===== src/rtl/imem_loader.sv =====
// imem_loader: loads the instruction memory from a byte stream.
// Every four accepted bytes form one little-endian 32-bit word. Each word is
// written at the next word address, starting from 0. While the load runs,
// cpu_hold keeps the processor in reset.

module imem_loader_checker (
  input logic clk,
  input logic rst,
  input logic mem_we,
  input logic busy,
  input logic cpu_hold,
  input logic done,
  input logic byte_ready
);

  // A write strobe may only appear inside an active session.
  a_we_in_session: assert property (@(posedge clk) disable iff (rst)
    mem_we |-> (busy && cpu_hold));

  // The write strobe is a single-cycle pulse.
  a_we_pulse: assert property (@(posedge clk) disable iff (rst)
    mem_we |=> !mem_we);

  // The completion flag is a single-cycle pulse.
  a_done_pulse: assert property (@(posedge clk) disable iff (rst)
    done |=> !done);

  // No byte is taken in the cycle that writes a word.
  a_no_accept_in_write: assert property (@(posedge clk) disable iff (rst)
    byte_ready |-> !mem_we);

  // The processor stays held whenever the loader takes bytes.
  a_hold_while_recv: assert property (@(posedge clk) disable iff (rst)
    byte_ready |-> cpu_hold);

endmodule

module imem_loader #(
  parameter int DEPTH  = 64,
  parameter int ADDR_W = 6
) (
  input  logic              clk,
  input  logic              rst,
  input  logic              load_start,
  input  logic [ADDR_W:0]   load_len,
  input  logic              byte_valid,
  input  logic [7:0]        byte_data,
  output logic              byte_ready,
  output logic              mem_we,
  output logic [ADDR_W-1:0] mem_waddr,
  output logic [31:0]       mem_wdata,
  output logic              cpu_hold,
  output logic              busy,
  output logic              done,
  output logic              err
);

  // Largest legal length, expressed in the width of load_len.
  localparam logic [ADDR_W:0] MAX_LEN = DEPTH[ADDR_W:0];

  typedef enum logic [1:0] {
    ST_IDLE  = 2'd0,
    ST_RECV  = 2'd1,
    ST_WRITE = 2'd2,
    ST_DONE  = 2'd3
  } state_t;

  state_t            state_r;
  logic [ADDR_W:0]   len_r;       // latched number of words
  logic [ADDR_W-1:0] word_addr_r; // address of the word being assembled
  logic [1:0]        byte_idx_r;  // position of the next byte in the word
  logic [23:0]       asm_r;       // lower three bytes of the current word
  logic              len_ok_s;
  logic              last_word_s;

  // Length check. load_len is unsigned, so anything above MAX_LEN is rejected.
  assign len_ok_s = (load_len != {(ADDR_W+1){1'b0}}) && (load_len <= MAX_LEN);

  // Goes high in WRITE when the word being written is the last of the session.
  assign last_word_s = ({1'b0, word_addr_r} == (len_r - {{ADDR_W{1'b0}}, 1'b1}));

  // Bytes are taken only in RECV, so the handshake is decoded from the state.
  assign byte_ready = (state_r == ST_RECV);

  // Session controller: handshake, word assembly, write strobe and status.
  always_ff @(posedge clk or posedge rst) begin
    if (rst) begin
      state_r     <= ST_IDLE;
      len_r       <= {(ADDR_W+1){1'b0}};
      word_addr_r <= {ADDR_W{1'b0}};
      byte_idx_r  <= 2'd0;
      asm_r       <= 24'd0;
      mem_we      <= 1'b0;
      mem_waddr   <= {ADDR_W{1'b0}};
      mem_wdata   <= 32'd0;
      cpu_hold    <= 1'b0;
      busy        <= 1'b0;
      done        <= 1'b0;
      err         <= 1'b0;
    end else begin
      case (state_r)
        ST_IDLE: begin
          mem_we <= 1'b0;
          done   <= 1'b0;
          if (load_start) begin
            if (len_ok_s) begin
              len_r       <= load_len;
              word_addr_r <= {ADDR_W{1'b0}};
              byte_idx_r  <= 2'd0;
              asm_r       <= 24'd0;
              err         <= 1'b0;
              cpu_hold    <= 1'b1;
              busy        <= 1'b1;
              state_r     <= ST_RECV;
            end else begin
              // Rejected length: flag it and leave the processor running.
              err <= 1'b1;
            end
          end else begin
            state_r <= ST_IDLE;
          end
        end

        ST_RECV: begin
          mem_we <= 1'b0;
          if (byte_valid) begin
            if (byte_idx_r == 2'd3) begin
              // The fourth byte completes the word and it is written next cycle.
              mem_wdata  <= {byte_data, asm_r};
              mem_waddr  <= word_addr_r;
              mem_we     <= 1'b1;
              byte_idx_r <= 2'd0;
              asm_r      <= 24'd0;
              state_r    <= ST_WRITE;
            end else begin
              asm_r[{byte_idx_r, 3'b000} +: 8] <= byte_data;
              byte_idx_r <= byte_idx_r + 2'd1;
            end
          end else begin
            state_r <= ST_RECV;
          end
        end

        ST_WRITE: begin
          mem_we <= 1'b0;
          if (last_word_s) begin
            done    <= 1'b1;
            state_r <= ST_DONE;
          end else begin
            word_addr_r <= word_addr_r + {{(ADDR_W-1){1'b0}}, 1'b1};
            state_r     <= ST_RECV;
          end
        end

        ST_DONE: begin
          // Release the processor in the same cycle the loader returns to IDLE.
          done     <= 1'b0;
          cpu_hold <= 1'b0;
          busy     <= 1'b0;
          state_r  <= ST_IDLE;
        end

        default: begin
          mem_we   <= 1'b0;
          done     <= 1'b0;
          cpu_hold <= 1'b0;
          busy     <= 1'b0;
          state_r  <= ST_IDLE;
        end
      endcase
    end
  end

  imem_loader_checker u_checker (
    .clk        (clk),
    .rst        (rst),
    .mem_we     (mem_we),
    .busy       (busy),
    .cpu_hold   (cpu_hold),
    .done       (done),
    .byte_ready (byte_ready)
  );

endmodule


===== config.mk =====
export PLATFORM = sky130hd
export DESIGN_NAME = imem_loader
export DESIGN_NICKNAME = d
export VERILOG_FILES = /design/src/rtl/imem_loader.sv
export SDC_FILE = /design/constraint.sdc
export NUM_CORES = 1
export LEC_CHECK = 0
export ABC_AREA = 0
export BUFFER_PORTS_ARGS = -buffer_cell sky130_fd_sc_hd__buf_2
export CAP_MARGIN = 20
export CORE_UTILIZATION = 30
export CTS_BUF_LIST = sky130_fd_sc_hd__clkbuf_4
export CTS_CLUSTER_SIZE = 12
export DETAILED_ROUTE_END_ITERATION = 7
export PLACE_DENSITY = 0.59
export SKIP_CTS_REPAIR_TIMING = 1
export SLEW_MARGIN = 20
export SYNTH_ARGS = -nofsm -noshare
export SYNTH_HDL_FRONTEND = slang
export SYNTH_SLANG_ARGS = --single-unit

===== constraint.sdc =====
create_clock -name clk -period 3.1 [get_ports clk]
set_clock_uncertainty 0.1 [all_clocks]
set_input_delay 0.31 -clock clk [delete_from_list [all_inputs] [get_ports clk]]
set_output_delay 0.31 -clock clk [all_outputs]
set_load 0.01 [all_outputs]

After elaboration in Yosys (flattened, before gate mapping) --
Cells that the tools add are included.
Word-level totals: register bits 83, input bits 19, logic and storage cells 78
Cells by class: $add $sub $neg 4, magnitude comparators 1, eq/ne operators 12, shifts and indexed selects 2, multiplexer cells 30, reductions and logical operators 18
Operators by type and width (number):
- $mux 24 | 4
- $pmux 24 s2 | 1
- $bwmux 24 | 1
- $shift 8x7->24 const A | 1
- $shiftx 8x7->24 | 1
- $mux 2 | 9
- $mux 6 | 3
- $pmux 6 s2 | 1
- $ne 2x2->1 const B | 5
- $reduce_bool 2->1 | 5
- $reduce_and 3->1 | 3
- $pmux 2 s4 | 1
- $reduce_and 4->1 | 2
- $eq 6x7->1 | 1
- $le 7x7->1 const B | 1
- $neg 5->7 | 1
- $reduce_bool 7->1 | 1
- $sub 7x1->7 const B | 1
- $add 6x1->6 const B | 1
- $eq 2x2->1 const B | 3
- $mux 1 | 6
- $pmux 1 s2 | 3
- $reduce_and 2->1 | 3
- $pmux 2 s2 | 1
- other kinds (7) | 8

Longest topological paths before layout --
Gate-level depths: netlist of run 1.
depth in word-level cells 6, depth in mapped cells 9

Worst setup path before layout of run 1 --
OpenSTA, ideal clock, no wires.
kind reg2reg, start reg len_r[0], end reg word_addr_r[3], arrival 2.437 ns, required time 2.899 ns, slack 0.463 ns, stages on the path, launching flop included 10, clock period less this slack 2.637 ns, cell sequence dfrtp_1 -> inv_1 -> ha_1 -> or3b_1 -> o31a_1 -> a2111oi_0 -> nor4_1 -> clkbuf_1 -> or3_4 -> o311ai_2
Between the ends: word-level cells in the longest chain between the ends 4
Ends and longest elaborated chain:
- start, declared | RTL line 69 | logic [ADDR_W:0] len_r;
- start signal, assigned | RTL line 89 | len_r <= {(ADDR_W+1){1'b0}};
- start signal, assigned | RTL line 107 | len_r <= load_len;
- $sub 7x1->7 | RTL line 80 | assign last_word_s = ({1'b0, word_addr_r} == (len_r - {{ADDR_W{1'b0}}, 1'b1}));
- $eq 6x7->1 | RTL line 80
- $ne 2x2->1 (no source line)
- $reduce_and 4->1 (no source line)
- end signal, assigned | RTL line 90 | word_addr_r <= {ADDR_W{1'b0}};
- end signal, assigned | RTL line 108 | word_addr_r <= {ADDR_W{1'b0}};
- end signal, assigned | RTL line 150 | word_addr_r <= word_addr_r + {{(ADDR_W-1){1'b0}}, 1'b1};
- end, declared | RTL line 70 | logic [ADDR_W-1:0] word_addr_r;
No other way between the ends. A chain may end at the register's enable or synchronous reset.

Worst setup path in the final report of run 1 --
start in load_len[0], end reg asm_r[23]
Between the ends: word-level cells in the longest chain between the ends 4
Ends and longest elaborated chain:
- start, declared | RTL line 45 | input logic [ADDR_W:0] load_len,
- $le 7x7->1 or $reduce_bool 7->1 (tied branches) | RTL line 77 | assign len_ok_s = (load_len != {(ADDR_W+1){1'b0}}) && (load_len <= MAX_LEN);
- $logic_and 1x1->1 * | RTL line 77
- $ne 2x2->1 (no source line) *
- $reduce_and 4->1 (no source line) *
- end signal, assigned by index | RTL line 136 | asm_r[{byte_idx_r, 3'b000} +: 8] <= byte_data;
- end, declared | RTL line 72 | logic [23:0] asm_r;
Every way passes the cells marked *; elsewhere a longest branch is shown, timed or not.

==> results of run 1 <==
[tightest hold or removal path: cells and delay by family]
family	cells	cell delay [ns]
buffers and inverters	1	0.13
and+or+nand+nor	2	0.10
[through the flow]
step | area (sq um) | cells
after floorplan | 3790 | 361
after global placement | 4300 | 583
after detailed placement | 4300 | 583
after CTS | 4440 | 599
after global routing | 4500 | 605
final | 4500 | 605
[where the power goes]
part	leakage (nW)	switching, mW	internal [mW]	total (mW)
Sequential	1.13	0.144	1.27	1.41
Combinational	0.992	0.590	0.431	1.02
Clock	0.0784	0.388	0.257	0.645
[cells by family after synthesis]
family / share of synthesized area
fa+ha+maj: 0.0330
mux: 0.0889
simple gates: 0.136
buf+inv: 0.0538
flops: 0.548
compound gates: 0.129
xor+xnor: 0.0116
[sequential cells by signal, summed over array words and instances (netlist names), 2 cells and up]
| register | count |
|---|---|
| len_r | 7 |
| state_r | 2 |
| mem_wdata | 32 |
| byte_idx_r | 2 |
| word_addr_r | 6 |
| mem_waddr | 6 |
| asm_r | 24 |
[cells in the final DEF, fill, tap and decap left out, types with 4 or more instances in the layout]
cell,count
inv_1,31
mux2i_1,10
mux2_2,21
dlygate4sd3_1,5
nand3_1,13
nor3_1,6
o21ai_0,38
xor2_1,4
a22o_1,6
buf_2,62
clkbuf_4,10
nand2_1,63
nor2_1,6
buf_4,7
ha_1,10
a21oi_1,4
dfrtp_1,83
[cell usage after synthesis (2+ instances only)]
library cell,instances
nand2b_1,2
a21oi_1,4
mux2i_1,10
clkbuf_1,9
o311ai_2,2
inv_1,32
nor3_1,6
nand2_1,63
o211ai_1,3
buf_6,2
o21bai_1,2
buf_4,2
ha_1,10
nand3_1,14
o311ai_0,3
nor2_1,6
nor2b_1,3
or3_1,2
or2_2,2
dfrtp_1,83
o21ai_0,38
nor4_1,3
o31a_1,2
xor2_1,4
o31ai_1,2
o22ai_1,2
buf_1,2
a22o_1,6
mux2_2,21
and3_1,3
[per-layer routing]
| layer | global-route usage | routed length (um) | vias up |
|---|---|---|---|
| met5 | 0 | 0 | - |
| met4 | 0.0649 | 176 | 0 |
| met3 | 0.0307 | 288 | 12 |
| met2 | 0.221 | 3970 | 43 |
| met1 | 0.189 | 4200 | 1368 |
| li1 | - | - | 1379 |
[path summary, 6_finish.rpt]
check | depth (start not counted) | endpoint | startpoint
max | 8 | asm_r[23] | load_len[0]
min | 3 | len_r[4] | load_len[4]
max reg2reg | 9 | word_addr_r[5] | len_r[0]
min reg2reg | 2 | mem_wdata[20] | mem_wdata[20]
max in group asynchronous | 4 | mem_wdata[29] | rst
min in group asynchronous | 3 | word_addr_r[1] | rst
[final cells by class]
cell class              count  area (sq um)
diodes                      1          2.50
multi-input cells         230          1510
well taps                 168           210
flip-flops and latches     83          2080
repair buffers             75           433
clock buffers              10          75.1
inverters                  32           121
clock inverters             6          65.1
fillers                  1225          7660
==> results.toml, run 1 <==
[setup_path]
critical-path-top-delay-family = "compound AO/OA/AOI/OAI gates"
path_cells = "dlygate4sd3_1, buf_2, or4_4, o31a_1, o31ai_1, and2_1, o21a_1, mux2i_1"
crit_arrival_ns = 3.16
slowest_stage = "or4_4"
max_stage_delay_ns = 0.56
critPathBufInv = 2
cp-start-kind = "input port"
crit_required_ns = 3.38
path_class = "in2reg"
rrSetupSlack_ns = 0.22
worstPathMaxFanout = 8
critPathCaptureType = "register"

[placed_design]
io_buffers = 62
post-place-ws_ns = 0.201
gp_congestion = 0.828
dp.final_hpwl_mm = 6.17

[timing]
finalCritPeriodShare = 0.929
max_clock_freq_mhz = 347
setup_ws_ns = 0.219
relSlewSlack = 0.496
final.setup.tns_ns = 0
fin_crit_ns = 2.88
holdWs_ns = 0.0129
worstMarginPinSlew_ns = 0.756
hold_violations = 0
drv_slew = 0
rsz0062_at_grt = "no"
setup_viol = 0

[finish]
fin_nets = 460
drive_above_1_share = 0.266
syn_to_final_growth_pct = 18.7
final_core_util = 0.370

[yosys]
yosysTopAreaCell = "dfrtp_1"
avgSynthCellArea_sq_um = 10.5
syn-num-nets = 390
synth_ff_type = "dfrtp_1"
synth_top_area_share = 0.548
synth_cell_type_count = 48
syn_area_sq_um = 3790
seq_area_frac_synth = 0.548
ys_seq_elements = 83
yosys_warnings = 0
synth_area_leaders = "dfrtp_1 55%, mux2_2 6.2%, nand2_1 6.2%, o21ai_0 5.0%, ha_1 3.3%"
synth_edf_count = 0
async_flop_share = 1.00
synth_cells = 361

[global_routing]
grtUsageTotal = 0.142
grt_max_degree = 44
antenna_found_initial = 1
overflow = 0
grt_pass1_wl_mm = 14.2
grt_pass1_vias = 2748

[floorplanning]
core_sq_um = 12200
start_util = 0.311
ios = 63
die_area_sq_um = 13100
die_x_um = 114
die_h_um = 114
rows = 40

[power_and_ir_drop]
power_mw = 3.08
leakagePower_nw = 2.20
power_density_nw_per_um2 = 685
ir_worst_vdd_mv = 0.222

[route]
drc = 0
firstDrtPassIters = 4
wl_mm = 8.64
ant_nets = 0
vias = 2802
initialDrtViolationCount = 147
wl_per_cell_um = 14.3
avgViaCountPerCell = 4.63

[clock_network]
cts_tree = "built"
worst_setup_hold_path_clk_slew_ns = 0.13
cts_buffers = 9
htreeDepth = 3
clockBufferDepth = 2
clock_sinks = 83
clock_latency_ns = 0.45
root_buffer = "clkbuf_4"

[min_path]
hold_class = "in2reg"

[status]
status = "completed"

[job]
max_cap_violations = 0
Note: power is estimated with default switching activity, not from simulation.
==> run 2, diff against run 1 <==
--- a/config.mk
+++ b/config.mk
@@ -9,7 +9,6 @@
 export BUFFER_PORTS_ARGS = -buffer_cell sky130_fd_sc_hd__buf_2
 export CAP_MARGIN = 20
 export CORE_UTILIZATION = 30
-export CTS_BUF_LIST = sky130_fd_sc_hd__clkbuf_4
 export CTS_CLUSTER_SIZE = 12
 export DETAILED_ROUTE_END_ITERATION = 7
 export PLACE_DENSITY = 0.59
==> run 2 against run 1 <==
  * The flow now finishes with violations (negative hold slack)
  * Clock power up 66%
  * Critical path depth up 1
  * Setup slack better by 0.0081 ns
  * Largest cell class unchanged
  * Highest routed layer unchanged
==> results.toml, run 2 (same netlist as run 1, synthesis figures left out) <==
[finish]
fin_nets = 455
syn_to_final_growth_pct = 21.7
drive_above_1_share = 0.269
reg_top3 = "mem_wdata: 32 flops, asm_r: 24 flops, len_r: 7 flops"
final_core_util = 0.379
final_cell_mix = "83 x dfrtp_1, 63 x nand2_1, 62 x buf_2"
final_common_cell = "dfrtp_1"
antenna_cells = 0
largest_register = "mem_wdata"
largest_reg_flops = 32
final_cells = 599

[clock_network]
clock_sinks = 83
worst_setup_hold_path_clk_slew_ns = 0.06
htreeDepth = 3
cts_tree = "built"
cts_buffers = 9
root_buffer = "clkbuf_16"
clockBufferDepth = 2
clock_latency_ns = 0.34

[timing]
drv_slew = 0
hold_violations = 39
finalCritPeriodShare = 0.927
final.setup.tns_ns = 0
fin_crit_ns = 2.87
setup_ws_ns = 0.228
rsz0062_at_grt = "no"
setup_viol = 0
relSlewSlack = 0.494
holdWs_ns = -0.0270
max_clock_freq_mhz = 348
worstMarginPinSlew_ns = 0.758

[status]
violations = "negative hold slack"
status = "complete, but fails checks"

[floorplanning]
rows = 40
die_h_um = 114
start_util = 0.311
die_x_um = 114
ios = 63
core_sq_um = 12200
die_area_sq_um = 13100

[global_routing]
grt_pass1_vias = 2766
overflow = 0
grt_max_degree = 44
antenna_found_initial = 0
grt_pass1_wl_mm = 14.2
grtUsageTotal = 0.141

[power_and_ir_drop]
leakagePower_nw = 2.25
power_density_nw_per_um2 = 761
p_sw_frac = 0.330
power_mw = 3.51
ir_worst_vdd_mv = 0.324
pwr-share-clk = 0.306
power.share.sequential = 0.404
combPwrFrac = 0.290
internal_power_mw = 2.35
power.switching_mw = 1.16

[route]
firstDrtPassIters = 4
initialDrtViolationCount = 104
wl_per_cell_um = 14.1
avgViaCountPerCell = 4.62
vias = 2765
ant_nets = 0
wl_mm = 8.47
drc = 0

[job]
max_cap_violations = 0

[setup_path]
reg2reg_depth = 9
path_class = "reg2reg"
crit_required_ns = 3.22
crit_arrival_ns = 2.99
cp-start-kind = "register"
critPathCaptureType = "register"
worstPathMaxFanout = 11

[placed_design]
io_buffers = 62
gp_congestion = 0.828
placed_cells_incl_taps = 583
post-place-ws_ns = 0.201
dp.final_hpwl_mm = 6.17

[min_path]
hold_class = "in2async"
run 2: cell count changes in the layout (fill, tap and decap cells not counted):
| cell | previous run | this run |
|---|---|---|
| clkbuf_4 | 10 | 0 |
| clkbuf_16 | 0 | 9 |
| dlygate4sd3_1 | 5 | 0 |
| clkbuf_1 | 0 | 1 |
| clkbuf_8 | 0 | 1 |
| clkinv_1 | 1 | 0 |
| diode_2 | 1 | 0 |
run 2: worst max-delay path, cell delays in order (launching register included):
cell	delay (ns)
dfrtp_1	0.41
inv_1	0.09
ha_1	0.22
or3b_1	0.40
o31a_1	0.25
a2111oi_1	0.31
nor4_1	0.12
buf_4	0.19
or3_1	0.37
o311ai_0	0.30
run 2: power groups by stage:
stage          registers [mW]  clock network (mW)  logic [mW]
2_1_floorplan            1.46                   0       0.679
3_3_place_gp             1.43                   0       0.991
3_5_place_dp             1.44                   0        1.02
4_1_cts                  1.42                1.11        1.02
5_1_grt                  1.45                1.15        1.14
6_report                 1.42                1.07        1.02
run 2: per-stage QoR:
step / hold WS [ns] / instance area, sq um
after global placement: 0.362 / 4300
final: -0.0270 / 4610
after global routing: 0.0376 / 4610
after CTS: 0.00807 / 4610
after detailed placement: 0.368 / 4300
after floorplan: 0.315 / 3790
run 2: layout make-up:
cell class	count	area, sq um
fillers	1205	7550
inverters	32	121
flip-flops and latches	83	2080
well taps	168	210
clock buffers	11	243
clock inverters	5	61.3
repair buffers	70	383
multi-input cells	230	1510
run 2: final timing paths:
check                           slack (ns)           from              to
worst max register to register        0.23       len_r[0]  word_addr_r[5]
worst max-delay path                  0.23       len_r[0]  word_addr_r[5]
min in group clk                      0.09    load_len[2]        len_r[2]
max in group asynchronous             2.12            rst       asm_r[10]
worst min register to register        0.37  mem_wdata[16]   mem_wdata[16]
worst min-delay path                 -0.03            rst  word_addr_r[1]
run 2: per-layer routing:
layer	share of wire	track usage	up-vias
li1	-	-	1368
met1	0.49	0.187	1342
met2	0.46	0.219	45
met3	0.034	0.0328	10
met4	0.016	0.0632	0
met5	0	0	-
==> run 3, diff against run 2 <==
--- a/config.mk
+++ b/config.mk
@@ -12,6 +12,7 @@
 export CTS_CLUSTER_SIZE = 12
 export DETAILED_ROUTE_END_ITERATION = 7
 export PLACE_DENSITY = 0.59
+export REMOVE_ABC_BUFFERS = 1
 export SKIP_CTS_REPAIR_TIMING = 1
 export SLEW_MARGIN = 20
 export SYNTH_ARGS = -nofsm -noshare
==> run 3 against run 2 <==
  * The flow now finishes without violations
  * First-iteration DRC count rose by 69%
  * Non-clock buffer count rose by 1
  * Design area rose by 0.62%
  * Die area did not move
  * Critical path type unchanged
  * Largest cell class unchanged
==> results.toml, run 3 (same netlist as run 1, synthesis figures left out) <==
[floorplanning]
die_area_sq_um = 13100
die_h_um = 114
die_x_um = 114
ios = 63
rows = 40
start_util = 0.311
core_sq_um = 12200

[finish]
fill_cells = 1228
final_cell_mix = "83 x dfrtp_1, 63 x nand2_1, 62 x buf_2"
final_common_cell = "dfrtp_1"
syn_to_final_growth_pct = 22.4
largest_register = "mem_wdata"
drive_above_1_share = 0.271
final_core_util = 0.381
antenna_cells = 0
stdcell_area_sq_um = 4640
largest_reg_flops = 32
final_cells = 600
fin_nets = 456
reg_top3 = "mem_wdata: 32 flops, asm_r: 24 flops, len_r: 7 flops"

[global_routing]
grtUsageTotal = 0.133
grt_pass1_wl_mm = 13.5
grt_pass1_vias = 2778
overflow = 0
antenna_found_initial = 0
grt_max_degree = 38

[setup_path]
path_class = "reg2reg"
worstPathMaxFanout = 11
critPathCaptureType = "register"
rrSetupSlack_ns = 0.22
r2r_start = "len_r[0]"
r2r-end = "word_addr_r[5]"
crit_arrival_ns = 3.00
cp-start-kind = "register"
reg2reg_depth = 9
crit_required_ns = 3.22

[timing]
drv_slew = 0
hold_violations = 0
final.setup.tns_ns = 0
finalCritPeriodShare = 0.930
fin_crit_ns = 2.88
relSlewSlack = 0.609
holdWs_ns = 0.0889
rsz0062_at_grt = "no"
worstMarginPinSlew_ns = 0.581
max_clock_freq_mhz = 347
setup_viol = 0

[clock_network]
cts_tree = "built"
worst_setup_hold_path_clk_slew_ns = 0.06
clock_latency_ns = 0.33
clockBufferDepth = 2
cts_buffers = 9
clock_sinks = 83
htreeDepth = 3
root_buffer = "clkbuf_16"

[power_and_ir_drop]
power_density_nw_per_um2 = 770
leakagePower_nw = 2.26
ir_worst_vdd_mv = 0.216

[min_path]
hp-start = "load_len[2]"
holdPathStages = 3
hold_class = "in2reg"
min_to = "len_r[2]"

[placed_design]
placed_area_sq_um = 4300
gp_congestion = 0.804
io_buffers = 62
dp.final_hpwl_mm = 5.88
placed_cells_incl_taps = 583

[route]
route.top_layer_used = "met4"
vias = 2798
initialDrtViolationCount = 176
wl_mm = 8.10
avgViaCountPerCell = 4.66
dr_wl_met3_um = 250
ant_nets = 0
firstDrtPassIters = 4
wl_met1_mm = 3.86
met2_length_mm = 3.90
wl_per_cell_um = 13.5
drc = 0

[job]
max_cap_violations = 0

[status]
status = "completed"
run 3: cell types whose count changed in the layout (fill, tap and decap cells not counted), sizes merged:
| cell | previous run | this run |
|---|---|---|
| bufinv | 1 | 2 |
| clkbuf | 11 | 9 |
| clkinv | 4 | 3 |
| dlygate4sd3 | 0 | 1 |
| inv | 32 | 34 |
run 3: per-layer routing:
| metal | track usage | vias to the layer above |
|---|---|---|
| met4 | 0.0589 | 0 |
| met5 | 0 | - |
| met1 | 0.174 | 1376 |
| met2 | 0.214 | 38 |
| li1 | - | 1376 |
| met3 | 0.0275 | 8 |
run 3: layout make-up:
| class | count | area (sq um) | area share |
|---|---|---|---|
| Sequential cell | 83 | 2080 | 0.448 |
| Multi-Input combinational cell | 230 | 1510 | 0.326 |
| Timing Repair Buffer | 71 | 393 | 0.0847 |
| Clock buffer | 9 | 225 | 0.0486 |
| Tap cell | 168 | 210 | 0.0453 |
| Inverter | 32 | 121 | 0.0262 |
| Clock inverter | 7 | 98.8 | 0.0213 |
run 3: report_power, final:
group / leakage (nW) / internal [mW] / switching (mW) / total (mW)
Combinational: 0.975 / 0.426 / 0.580 / 1.01
Sequential: 1.13 / 1.27 / 0.140 / 1.41
Clock: 0.162 / 0.714 / 0.438 / 1.15
Total: 2.26 / 2.41 / 1.16 / 3.57
run 3: critical path, stage by stage, from the launching register on:
cell       delay [ns]
dfrtp_1          0.41
inv_1            0.09
ha_1             0.21
or3b_1           0.40
o31a_1           0.25
a2111oi_0        0.34
nor4_1           0.12
buf_4            0.19
or3_1            0.36
o311ai_0         0.30
run 3: worst max-delay path by stage:
stage          slack (ns)              to     start  cells after the start
2_1_floorplan        0.29  word_addr_r[2]  len_r[0]                      8
3_3_place_gp         0.35  word_addr_r[5]  len_r[0]                      9
3_5_place_dp         0.25  word_addr_r[5]  len_r[0]                      9
4_1_cts              0.21  word_addr_r[5]  len_r[0]                      9
5_1_grt              0.03  word_addr_r[5]  len_r[0]                      9
6_report             0.22  word_addr_r[5]  len_r[0]                      9
run 3: through the flow:
step | worst slack (ns) | power, mW
floorplan | 0.287 | 2.09
global placement | 0.345 | 2.41
detailed placement | 0.250 | 2.44
CTS | 0.211 | 3.61
global route | 0.0325 | 3.79
finish | 0.218 | 3.57
